`config.mk`:
```
export PLATFORM = sky130hd
export DESIGN_NAME = counter_cmd_sequencer_flat
export DESIGN_NICKNAME = d
export VERILOG_FILES = /design/src/rtl/counter_cmd_sequencer_if.sv /design/src/rtl/counter_cmd_sequencer.sv /design/src/flat_wrapper.sv
export SDC_FILE = /design/constraint.sdc
export NUM_CORES = 1
export LEC_CHECK = 0
export CORE_UTILIZATION = 51
export CTS_CLUSTER_SIZE = 10
export DETAILED_ROUTE_END_ITERATION = 8
export HOLD_SLACK_MARGIN = 0.05
export PLACE_DENSITY_LB_ADDON = 0.15
export SETUP_SLACK_MARGIN = 0.15
export SLEW_MARGIN = 0
export SYNTH_ARGS = -nofsm -noshare
export SYNTH_HDL_FRONTEND = slang
export SYNTH_SLANG_ARGS = --single-unit
```
`constraint.sdc`:
```
create_clock -name clk -period 3.85 [get_ports clk]
set_input_delay 0.385 -clock clk [delete_from_list [all_inputs] [get_ports clk]]
set_output_delay 0.385 -clock clk [all_outputs]
set_load 0.005 [all_outputs]
```
`src/rtl/counter_cmd_sequencer_if.sv`:
```
// -----------------------------------------------------------------------------
// counter_cmd_sequencer_if
//
// Command channel into the counter command sequencer.
//   cmd_valid  master -> slave  command present
//   cmd_ready  slave  -> master sequencer can accept this cycle
//   cmd_op     master -> slave  00 NOP, 01 LOAD, 10 UP, 11 DOWN
//   cmd_data   master -> slave  LOAD value, or step count in the low bits
//   abort      master -> slave  terminate an in-progress COUNT
// -----------------------------------------------------------------------------
interface counter_cmd_sequencer_if #(
  parameter int WIDTH = 16
);
  logic             cmd_valid;
  logic             cmd_ready;
  logic [1:0]       cmd_op;
  logic [WIDTH-1:0] cmd_data;
  logic             abort;

  modport master (
    output cmd_valid, cmd_op, cmd_data, abort,
    input  cmd_ready
  );

  modport slave (
    input  cmd_valid, cmd_op, cmd_data, abort,
    output cmd_ready
  );
endinterface

```
`src/rtl/counter_cmd_sequencer.sv`:
```
// -----------------------------------------------------------------------------
// counter_cmd_sequencer
//
// Control stage upstream of a 16-bit up/down counter. Accepts LOAD / UP / DOWN
// commands over a valid/ready channel and drives the counter's load, direction
// and enable inputs for exactly as many cycles as the command needs, then
// pulses done for one cycle.
//
// Ports:
//   clk        clock, all state changes on the rising edge
//   rst_       synchronous active-low reset
//   cmd        command channel (slave side): valid/ready/op/data/abort
//   ld_cnt     to counter, active-low load
//   updn_cnt   to counter, 1 = up, 0 = down
//   count_enb  to counter, active-high count enable
//   data_in    to counter, load value
//   busy       sequencer not idle
//   done       one-cycle completion pulse
// -----------------------------------------------------------------------------
module counter_cmd_sequencer #(
  parameter int WIDTH  = 16,
  parameter int STEP_W = 8
) (
  input  logic                      clk,
  input  logic                      rst_,
  counter_cmd_sequencer_if.slave    cmd,
  output logic                      ld_cnt,
  output logic                      updn_cnt,
  output logic                      count_enb,
  output logic [WIDTH-1:0]          data_in,
  output logic                      busy,
  output logic                      done
);

  typedef enum logic [1:0] {
    S_IDLE,
    S_LOAD,
    S_COUNT,
    S_FIN
  } state_e;

  localparam logic [1:0]        OP_NOP  = 2'b00;
  localparam logic [1:0]        OP_LOAD = 2'b01;
  localparam logic [STEP_W-1:0] STEP_ONE  = STEP_W'(1);
  localparam logic [STEP_W-1:0] STEP_ZERO = '0;

  state_e            state_q, state_d;
  logic [STEP_W-1:0] rem_q, rem_d;
  logic              ld_cnt_q, ld_cnt_d;
  logic              updn_q, updn_d;
  logic              count_enb_q, count_enb_d;
  logic [WIDTH-1:0]  data_q, data_d;
  logic              busy_q, busy_d;
  logic              done_q, done_d;

  logic              accept;
  logic [STEP_W-1:0] steps;

  // Ready is gated by reset so nothing can be accepted on a reset edge.
  assign cmd.cmd_ready = (state_q == S_IDLE) && rst_;
  assign accept        = cmd.cmd_valid && cmd.cmd_ready;
  assign steps         = cmd.cmd_data[STEP_W-1:0];

  // ---------------------------------------------------------------------------
  // State and output registers
  // ---------------------------------------------------------------------------
  // NOTE: sequential state uses non-blocking assignments so every register
  // samples the pre-edge value of every other register.
  always_ff @(posedge clk) begin
    if (!rst_) begin
      state_q     <= S_IDLE;
      rem_q       <= '0;
      ld_cnt_q    <= 1'b1;
      updn_q      <= 1'b0;
      count_enb_q <= 1'b0;
      data_q      <= '0;
      busy_q      <= 1'b0;
      done_q      <= 1'b0;
    end else begin
      state_q     <= state_d;
      rem_q       <= rem_d;
      ld_cnt_q    <= ld_cnt_d;
      updn_q      <= updn_d;
      count_enb_q <= count_enb_d;
      data_q      <= data_d;
      busy_q      <= busy_d;
      done_q      <= done_d;
    end
  end

  // ---------------------------------------------------------------------------
  // Next-state logic
  // ---------------------------------------------------------------------------
  // NOTE: every signal written here gets a default first, so no path through
  // the case leaves it unassigned and no latch is inferred.
  always_comb begin
    state_d = state_q;
    rem_d   = rem_q;
    unique case (state_q)
      S_IDLE: begin
        if (accept) begin
          if (cmd.cmd_op == OP_NOP) begin
            state_d = S_FIN;
          end else if (cmd.cmd_op == OP_LOAD) begin
            state_d = S_LOAD;
          end else if (steps != STEP_ZERO) begin
            state_d = S_COUNT;
            rem_d   = steps;
          end else begin
            state_d = S_FIN;
          end
        end
      end
      S_LOAD:  state_d = S_FIN;
      S_COUNT: begin
        // The abort-sampling edge is itself a counted step: enable was high
        // throughout the cycle leading up to it.
        rem_d = rem_q - STEP_ONE;
        if (rem_q == STEP_ONE || cmd.abort) state_d = S_FIN;
      end
      S_FIN:   state_d = S_IDLE;
      default: state_d = S_IDLE;
    endcase
  end

  // ---------------------------------------------------------------------------
  // Output decode: outputs are computed from the next state and registered,
  // so the counter sees glitch-free levels aligned with the state register.
  // ---------------------------------------------------------------------------
  always_comb begin
    ld_cnt_d    = (state_d != S_LOAD);
    count_enb_d = (state_d == S_COUNT);
    done_d      = (state_d == S_FIN);
    busy_d      = (state_d != S_IDLE);
    updn_d      = updn_q;
    data_d      = data_q;
    // Direction and load value change only on entry; they hold otherwise.
    if (state_q == S_IDLE && state_d == S_COUNT) updn_d = ~cmd.cmd_op[0];
    if (state_q == S_IDLE && state_d == S_LOAD)  data_d = cmd.cmd_data;
  end

  assign ld_cnt    = ld_cnt_q;
  assign updn_cnt  = updn_q;
  assign count_enb = count_enb_q;
  assign data_in   = data_q;
  assign busy      = busy_q;
  assign done      = done_q;

endmodule

```
`src/flat_wrapper.sv`:
```
// flat-port wrapper written by rule: the top's interface ports become plain ports
module counter_cmd_sequencer_flat 
#(
  parameter int WIDTH  = 16,
  parameter int STEP_W = 8
)
  (clk, rst_, ld_cnt, updn_cnt, count_enb, data_in, busy, done, cmd_cmd_valid, cmd_cmd_op, cmd_cmd_data, cmd_abort, cmd_cmd_ready);
  counter_cmd_sequencer_if #(.WIDTH(WIDTH)) cmd_i ();
  input  logic clk;
  input  logic rst_;
  output logic ld_cnt;
  output logic updn_cnt;
  output logic count_enb;
  output logic [WIDTH-1:0] data_in;
  output logic busy;
  output logic done;
  input wire logic [$bits(cmd_i.cmd_valid)-1:0] cmd_cmd_valid;
  input wire logic [$bits(cmd_i.cmd_op)-1:0] cmd_cmd_op;
  input wire logic [$bits(cmd_i.cmd_data)-1:0] cmd_cmd_data;
  input wire logic [$bits(cmd_i.abort)-1:0] cmd_abort;
  output wire logic [$bits(cmd_i.cmd_ready)-1:0] cmd_cmd_ready;
  assign cmd_i.cmd_valid = cmd_cmd_valid;
  assign cmd_i.cmd_op = cmd_cmd_op;
  assign cmd_i.cmd_data = cmd_cmd_data;
  assign cmd_i.abort = cmd_abort;
  assign cmd_cmd_ready = cmd_i.cmd_ready;
  counter_cmd_sequencer #(.WIDTH(WIDTH), .STEP_W(STEP_W)) u_core (.clk(clk), .rst_(rst_), .cmd(cmd_i), .ld_cnt(ld_cnt), .updn_cnt(updn_cnt), .count_enb(count_enb), .data_in(data_in), .busy(busy), .done(done));
endmodule
```
# Word-level counts from Yosys, hierarchy flattened

Cells that the tools add are included.
W data, S select, Z words.

Mux-type cells: 11
Reduce and logical (&&, ||, !) cells: 11
$add $sub $neg: 1
Bitwise gates (word level): 1
Eq/ne operators: 13

Operators with widths:

| cell                  | number |
|---|---|
| $mux W8               | 4 |
| $pmux W8 S2           | 1 |
| $eq A2 B2 Y1 const B  | 4 |
| $eq A8 B1 Y1 const B  | 1 |
| $mux W2               | 4 |
| $pmux W2 S4           | 1 |
| $reduce_bool A8 Y1    | 1 |
| $sub A8 B1 Y8 const B | 1 |
| $eq A2 B1 Y1 const B  | 3 |
| $ne A2 B2 Y1 const B  | 3 |
| $reduce_and A5 Y1     | 1 |
| $logic_and A1 B1 Y1   | 4 |
| $logic_not A2 Y1      | 2 |
| $ne A2 B1 Y1 const B  | 2 |
| $reduce_bool A2 Y1    | 2 |
| $logic_or A1 B1 Y1    | 1 |
| $mux W1               | 1 |
| $not A1 Y1            | 1 |

Output and inout bits: 22
Register bits: 31
Input port bits: 22

# Depth between registers and ports, before layout

Depth after elaboration: 8
Gate-level depth with buffers: 9
Mapped depth without buffers: 7

# Least setup slack after synthesis

No wires, ideal clock.

Path kind: register to register
From: register u_core.rem_q[2]
To: register u_core.data_q[0] (netlist: u_core.data_in[0])
Setup time: 0.072 ns
Setup slack: 1.749 ns
Stages on the path, launching flop included: 8
Clock period less this slack: 2.101 ns
Required time: 3.778 ns
Buffers on the path: 2
Arrival time: 2.030 ns
Cells stage by stage: dfxtp_1 > or4_4 > o311a_4 > o22ai_4 > and3_1 > buf_6 > buf_12 > mux2i_1

Longest elaborated chain between the ends: 6

RTL lines:

| element                  | RTL line                     | RTL |
|---|---|---|
| start: declaration       | counter_cmd_sequencer.sv:48  | `logic [STEP_W-1:0] rem_q, rem_d;` |
| start signal: assignment | counter_cmd_sequencer.sv:81  | `rem_q <= rem_d;` |
| $eq A8 B1 Y1             | counter_cmd_sequencer.sv:119 | `if (rem_q == STEP_ONE \|\| cmd.abort) state_d = S_FIN;` |
| $logic_or A1 B1 Y1       | counter_cmd_sequencer.sv:119 |  |
| $mux W2                  | counter_cmd_sequencer.sv:119 |  |
| $pmux W2 S4              | counter_cmd_sequencer.sv:99  | `unique case (state_q)` |
| $eq A2 B1 Y1             | counter_cmd_sequencer.sv:139 | `if (state_q == S_IDLE && state_d == S_LOAD) data_d = cmd.cmd_data;` |
| $logic_and A1 B1 Y1      | counter_cmd_sequencer.sv:139 |  |
| end signal: assignment   | counter_cmd_sequencer.sv:85  | `data_q <= data_d;` |
| end: declaration         | counter_cmd_sequencer.sv:52  | `logic [WIDTH-1:0] data_q, data_d;` |

Every way passes these cells.
A chain may end at the register's enable or synchronous reset.

# Final worst setup path

From: register u_core.state_q[0]
To: register u_core.data_q[0] (netlist: u_core.data_in[0])

Longest elaborated chain between the ends: 7
Elaborated cells on any way between the ends: 11

RTL lines:

| element                  | RTL line                                                                               | RTL |
|---|---|---|
| start: declaration       | counter_cmd_sequencer.sv:47                                                            | `state_e state_q, state_d;` |
| start signal: assignment | counter_cmd_sequencer.sv:80                                                            | `state_q <= state_d;` |
| $logic_not A2 Y1         | counter_cmd_sequencer.sv:60, counter_cmd_sequencer.sv:99, counter_cmd_sequencer.sv:139 |  |
| $logic_and A1 B1 Y1      | counter_cmd_sequencer.sv:60                                                            | `assign cmd.cmd_ready = (state_q == S_IDLE) && rst_;` |
| $logic_and A1 B1 Y1      | counter_cmd_sequencer.sv:61                                                            | `assign accept = cmd.cmd_valid && cmd.cmd_ready;` |
| $mux W2                  | counter_cmd_sequencer.sv:101                                                           | `if (accept) begin` |
| $pmux W2 S4              | counter_cmd_sequencer.sv:99                                                            |  |
| $eq A2 B1 Y1             | counter_cmd_sequencer.sv:139                                                           |  |
| $logic_and A1 B1 Y1 *    | counter_cmd_sequencer.sv:139                                                           |  |

Every way passes the cells marked *; elsewhere a longest branch is shown, timed or not.

==> summary.log <==
qor: run_status.status finished, violations left
qor: run_status.failing_checks DRC
qor: worst_setup_path.rrSetupSlack 1050 ps
qor: logic_synthesis.yosys-top-cells-area dfxtp_1, mux2i_1, nand2_1
qor: floorplanning.num_io_pins 44
qor: cts.tritoncts.num_buffers 5
qor: cts.clkLatencyLatePin 330 ps
qor: worst_setup_path.critical_path.max_stage_delay 820 ps
qor: logic_synthesis.synth_top_family_by_area simple AND/OR/NAND/NOR gates
qor: hold_path.min_delay_worst_type flop to flop
qor: detailed_routing.wl_per_cell 13.63 microns
qor: logic_synthesis.post_synth_and_or_nand_nor_area_fraction 23.87%
qor: logic_synthesis.netlist-cell-type-count 40
qor: cts.clkSinkCount 31
qor: grt.grt_antenna_before_repair 0
qor: placed_design.placed_area 1988 sq um
qor: power_and_ir_drop.post-layout-total-power 1387 uW
qor: logic_synthesis.muxShareOfSynthArea 12.81%
qor: sta.layout_worst_path_cycle_share 72.78%
qor: floorplanning.initial_utilization 55.59%
qor: detailed_routing.wl_met2 1.673 mm
qor: floorplanning.die_width 57.53 microns
qor: placed_design.numPortBuffers 43
qor: detailed_routing.drc_errors 3
qor: cts.ctsRootBufferMaster clkbuf_4
qor: detailed_routing.met3RoutedLength 192 microns
qor: worst_setup_path.cp.arrival 3050 ps
qor: cells_and_area.areaGrowthSynthToFinish 31.03%
qor: hold_path.origin_of_the_worst_min_delay_path u_core.data_in[2]$_SDFFE_PN0P_
qor: logic_synthesis.synth-main-ff-cell dfxtp_1
qor: worst_setup_path.critical_path.reg2reg.endpoint u_core.data_in[0]$_SDFFE_PN0P_
qor: detailed_routing.initial_detailed_routing_violation_count 65
qor: worst_setup_path.path_cells inv_1 > ha_1 > mux2i_1 > o22ai_4 > and3_1 > mux2i_1
qor: cts.ctsHoldBuffers 0
qor: power_and_ir_drop.power.density 673.0 nW/um^2
qor: logic_synthesis.yosys_register_bits 31
qor: detailed_routing.wl_met1 1.525 mm
qor: logic_synthesis.synth-edff-count 0
qor: sta.slew-limit-headroom 37.65%
qor: cells_and_area.fillCellCount 236
qor: worst_setup_path.timing.critical_path.max_delay_family simple AND/OR/NAND/NOR gates
qor: sta.finalSetupViolations 0
qor: run.drv.max_cap_violation_count 0
qor: cells_and_area.antenna-diode-count 0
qor: cts.post_cts.resized_instances 0
qor: detailed_routing.routed-via-count 1361
qor: detailed_routing.vias_per_cell 5.379
qor: cts.post_cts_buffers 0
qor: worst_setup_path.worst_r2r_path_depth 6
qor: floorplanning.die_area 3310 sq um
qor: detailed_routing.first_pass_iters 6
qor: sta.rsz0062_at_grt no
qor: worst_setup_path.worst_setup_path_start_kind flop
qor: worst_setup_path.reg2reg_from u_core.state_q[0]$_SDFF_PN0_
qor: worst_setup_path.crit_fanout 21
qor: cells_and_area.final_area 2061 sq um
qor: grt.globalRouteOverflowTotal 0
qor: sta.layout_min_cycle_time 2802 ps
qor: hold_path.timing.hold.worst_path_depth 2
qor: worst_setup_path.critical-path-top-cell-by-count mux2i_1
qor: detailed_routing.drt.antenna.violating_nets 0
qor: worst_setup_path.critical_path_endpoint_category flop
qor: grt.grt_first_pass_wirelength 5.671 mm
qor: logic_synthesis.synthArstFlopShare 0%
qor: cts.clock_edge_transition_at_the_registers_on_the_reported_setup_and_hold_paths 100 ps
qor: logic_synthesis.synth_xor_xnor_area_share 0%
qor: logic_synthesis.syn-instance-count 180
qor: logic_synthesis.synth_most_common_cell nand2_1
qor: cells_and_area.final_net_count 248
qor: worst_setup_path.worst_ep_required_time 4100 ps
qor: sta.slew_viol_final 0
qor: logic_synthesis.compound_gate_portion_of_the_synthesized_area 13.84%
qor: worst_setup_path.path_class flop to flop
qor: sta.tightestPinTransition 935.2 ps
qor: hold_path.worst_hold_path.endpoint u_core.data_in[2]$_SDFFE_PN0P_
qor: power_and_ir_drop.p_leak 0.0007845 uW
qor: logic_synthesis.synth_top_area_share 39.46%
qor: logic_synthesis.synth.top_cells.by_count nand2_1, dfxtp_1, mux2i_1
qor: placed_design.dp_hpwl 2.520 mm
qor: detailed_routing.totalWireLength 3.449 mm
qor: worst_setup_path.cp_num_buf_inv 1
qor: placed_design.dp_cells 245
qor: worst_setup_path.cell_with_the_largest_stage_delay_on_the_worst_path and3_1
qor: logic_synthesis.post_synth_fa_ha_maj_area_fraction 3.978%
qor: sta.timing.fmax 356.9 MHz
qor: cts.clock_tree.htree_level_count 2
qor: cells_and_area.post_route_cells_drive_above_1_share 8.108%
qor: grt.vias_in_the_first_global_route 1306
qor: logic_synthesis.synth_top_area_cell dfxtp_1
qor: logic_synthesis.synth-seq-area-share 39.46%
qor: floorplanning.placement_rows 19
qor: floorplanning.coreArea 2829 sq um
qor: cts.cts.path.max_buffers 2
qor: floorplanning.die_height 57.53 microns
qor: logic_synthesis.postSynthNetCount 207
qor: logic_synthesis.yosys_warnings 0
qor: sta.worst_clock_skew 10.92 ps
qor: detailed_routing.highest-signal-layer met4
qor: grt.gr-usage-all-layers 22.88%
qor: power_and_ir_drop.worst_ir_drop_vdd 461.6 uV
qor: cts.tritoncts done
qor: grt.grt_max_degree 39
qor: placed_design.final_weighted_congestion_in_routability_driven_placement 0.8201
qor: sta.number_of_hold_violations_in_the_final_report 0
qor: logic_synthesis.synth_area_per_cell 8.738 sq um
qor: logic_synthesis.synthesis.area 1573 sq um
qor: cells_and_area.postLayoutCoreUtil 72.84%
qor: sta.timing.setup.tns 0 ps
qor: cells_and_area.final_cells 253
## cells by family (layout without fill, tap and decap cells)
logic type               Yosys count  count (layout)
AO/OA/AOI/OAI                     28              28
adder cells (fa/ha/maj)            5               5
buffers and inverters             19              61
multiplexers                      20              20
AND/OR/NAND/NOR                   77              77
flip-flops                        31              31
## layer usage
metal | global-route usage (%) | vias to the layer above
met5 | 0 | -
met1 | 27.66 | 632
met3 | 5.896 | 7
met2 | 38.04 | 34
li1 | - | 688
met4 | 10.45 | 0
## layout make-up
class	instances	area (sq um)	area share, %
clock buffers	7	65.06	3.157
clock inverters	1	7.507	0.3643
inverters	9	33.78	1.639
multi-input cells	130	857.1	41.59
flip-flops and latches	31	620.6	30.12
well taps	31	38.79	1.882
repair buffers	44	437.9	21.25
## state kept, by name, indices dropped and copies added (netlist names)
| name | cells |
|---|---|
| u_core.ld_cnt | 1 |
| u_core.data_in | 16 |
| u_core.state_q | 2 |
| u_core.done | 1 |
| u_core.busy | 1 |
| u_core.updn_cnt | 1 |
| u_core.count_enb | 1 |
| u_core.rem_q | 8 |
## placed cells by master (no fill, tap or decap), types with 2 or more instances in the layout
cell type        instances
dfxtp_1                 31
clkdlybuf4s50_1         43
nor2_1                   7
nand2_1                 42
nor2b_1                  5
and3_1                   2
clkbuf_8                 2
o21a_1                   3
nand2b_1                 3
a21oi_1                  2
clkbuf_4                 5
inv_1                    9
nor4_1                   4
mux2i_1                 19
ha_1                     5
o21ai_0                  8
a21boi_0                 7
nor3b_1                  2
## where the power goes
group | leakage, uW | internal [uW] | switching, uW | total (uW)
clock | 0.0000375 | 107 | 112 | 219
sequential | 0.000252 | 417 | 60.6 | 478
combinational | 0.000494 | 365 | 325 | 690
## how the worst max path moves through the flow
stage	start	endpoint	slack (ps)	cells after the start
2_1_floorplan	u_core.rem_q[2]$_SDFFE_PN0P_	u_core.data_in[0]$_SDFFE_PN0P_	1750	7
3_3_place_gp	rst_	u_core.data_in[11]$_SDFFE_PN0P_	1030	6
3_5_place_dp	rst_	u_core.data_in[13]$_SDFFE_PN0P_	950	6
4_1_cts	u_core.state_q[0]$_SDFF_PN0_	u_core.data_in[0]$_SDFFE_PN0P_	1040	6
5_1_grt	u_core.state_q[0]$_SDFF_PN0_	u_core.data_in[8]$_SDFFE_PN0P_	830	6
6_report	u_core.state_q[0]$_SDFF_PN0_	u_core.data_in[0]$_SDFFE_PN0P_	1050	6
## per-stage QoR
| stage | hold slack (ps) | worst slack, ps |
|---|---|---|
| finish | 461.5 | 1048 |
| global route | 486.2 | 832.7 |
| CTS | 463.5 | 1036 |
| detailed placement | 448.0 | 952.8 |
| global placement | 442.7 | 1034 |
| floorplan | 451.1 | 1749 |
## tightest hold or removal path, stage by stage, from the launching register on
cell     delay [ps]
dfxtp_1         320
nand2_1          50
mux2i_1          50
(Power assumes the default switching activity.)
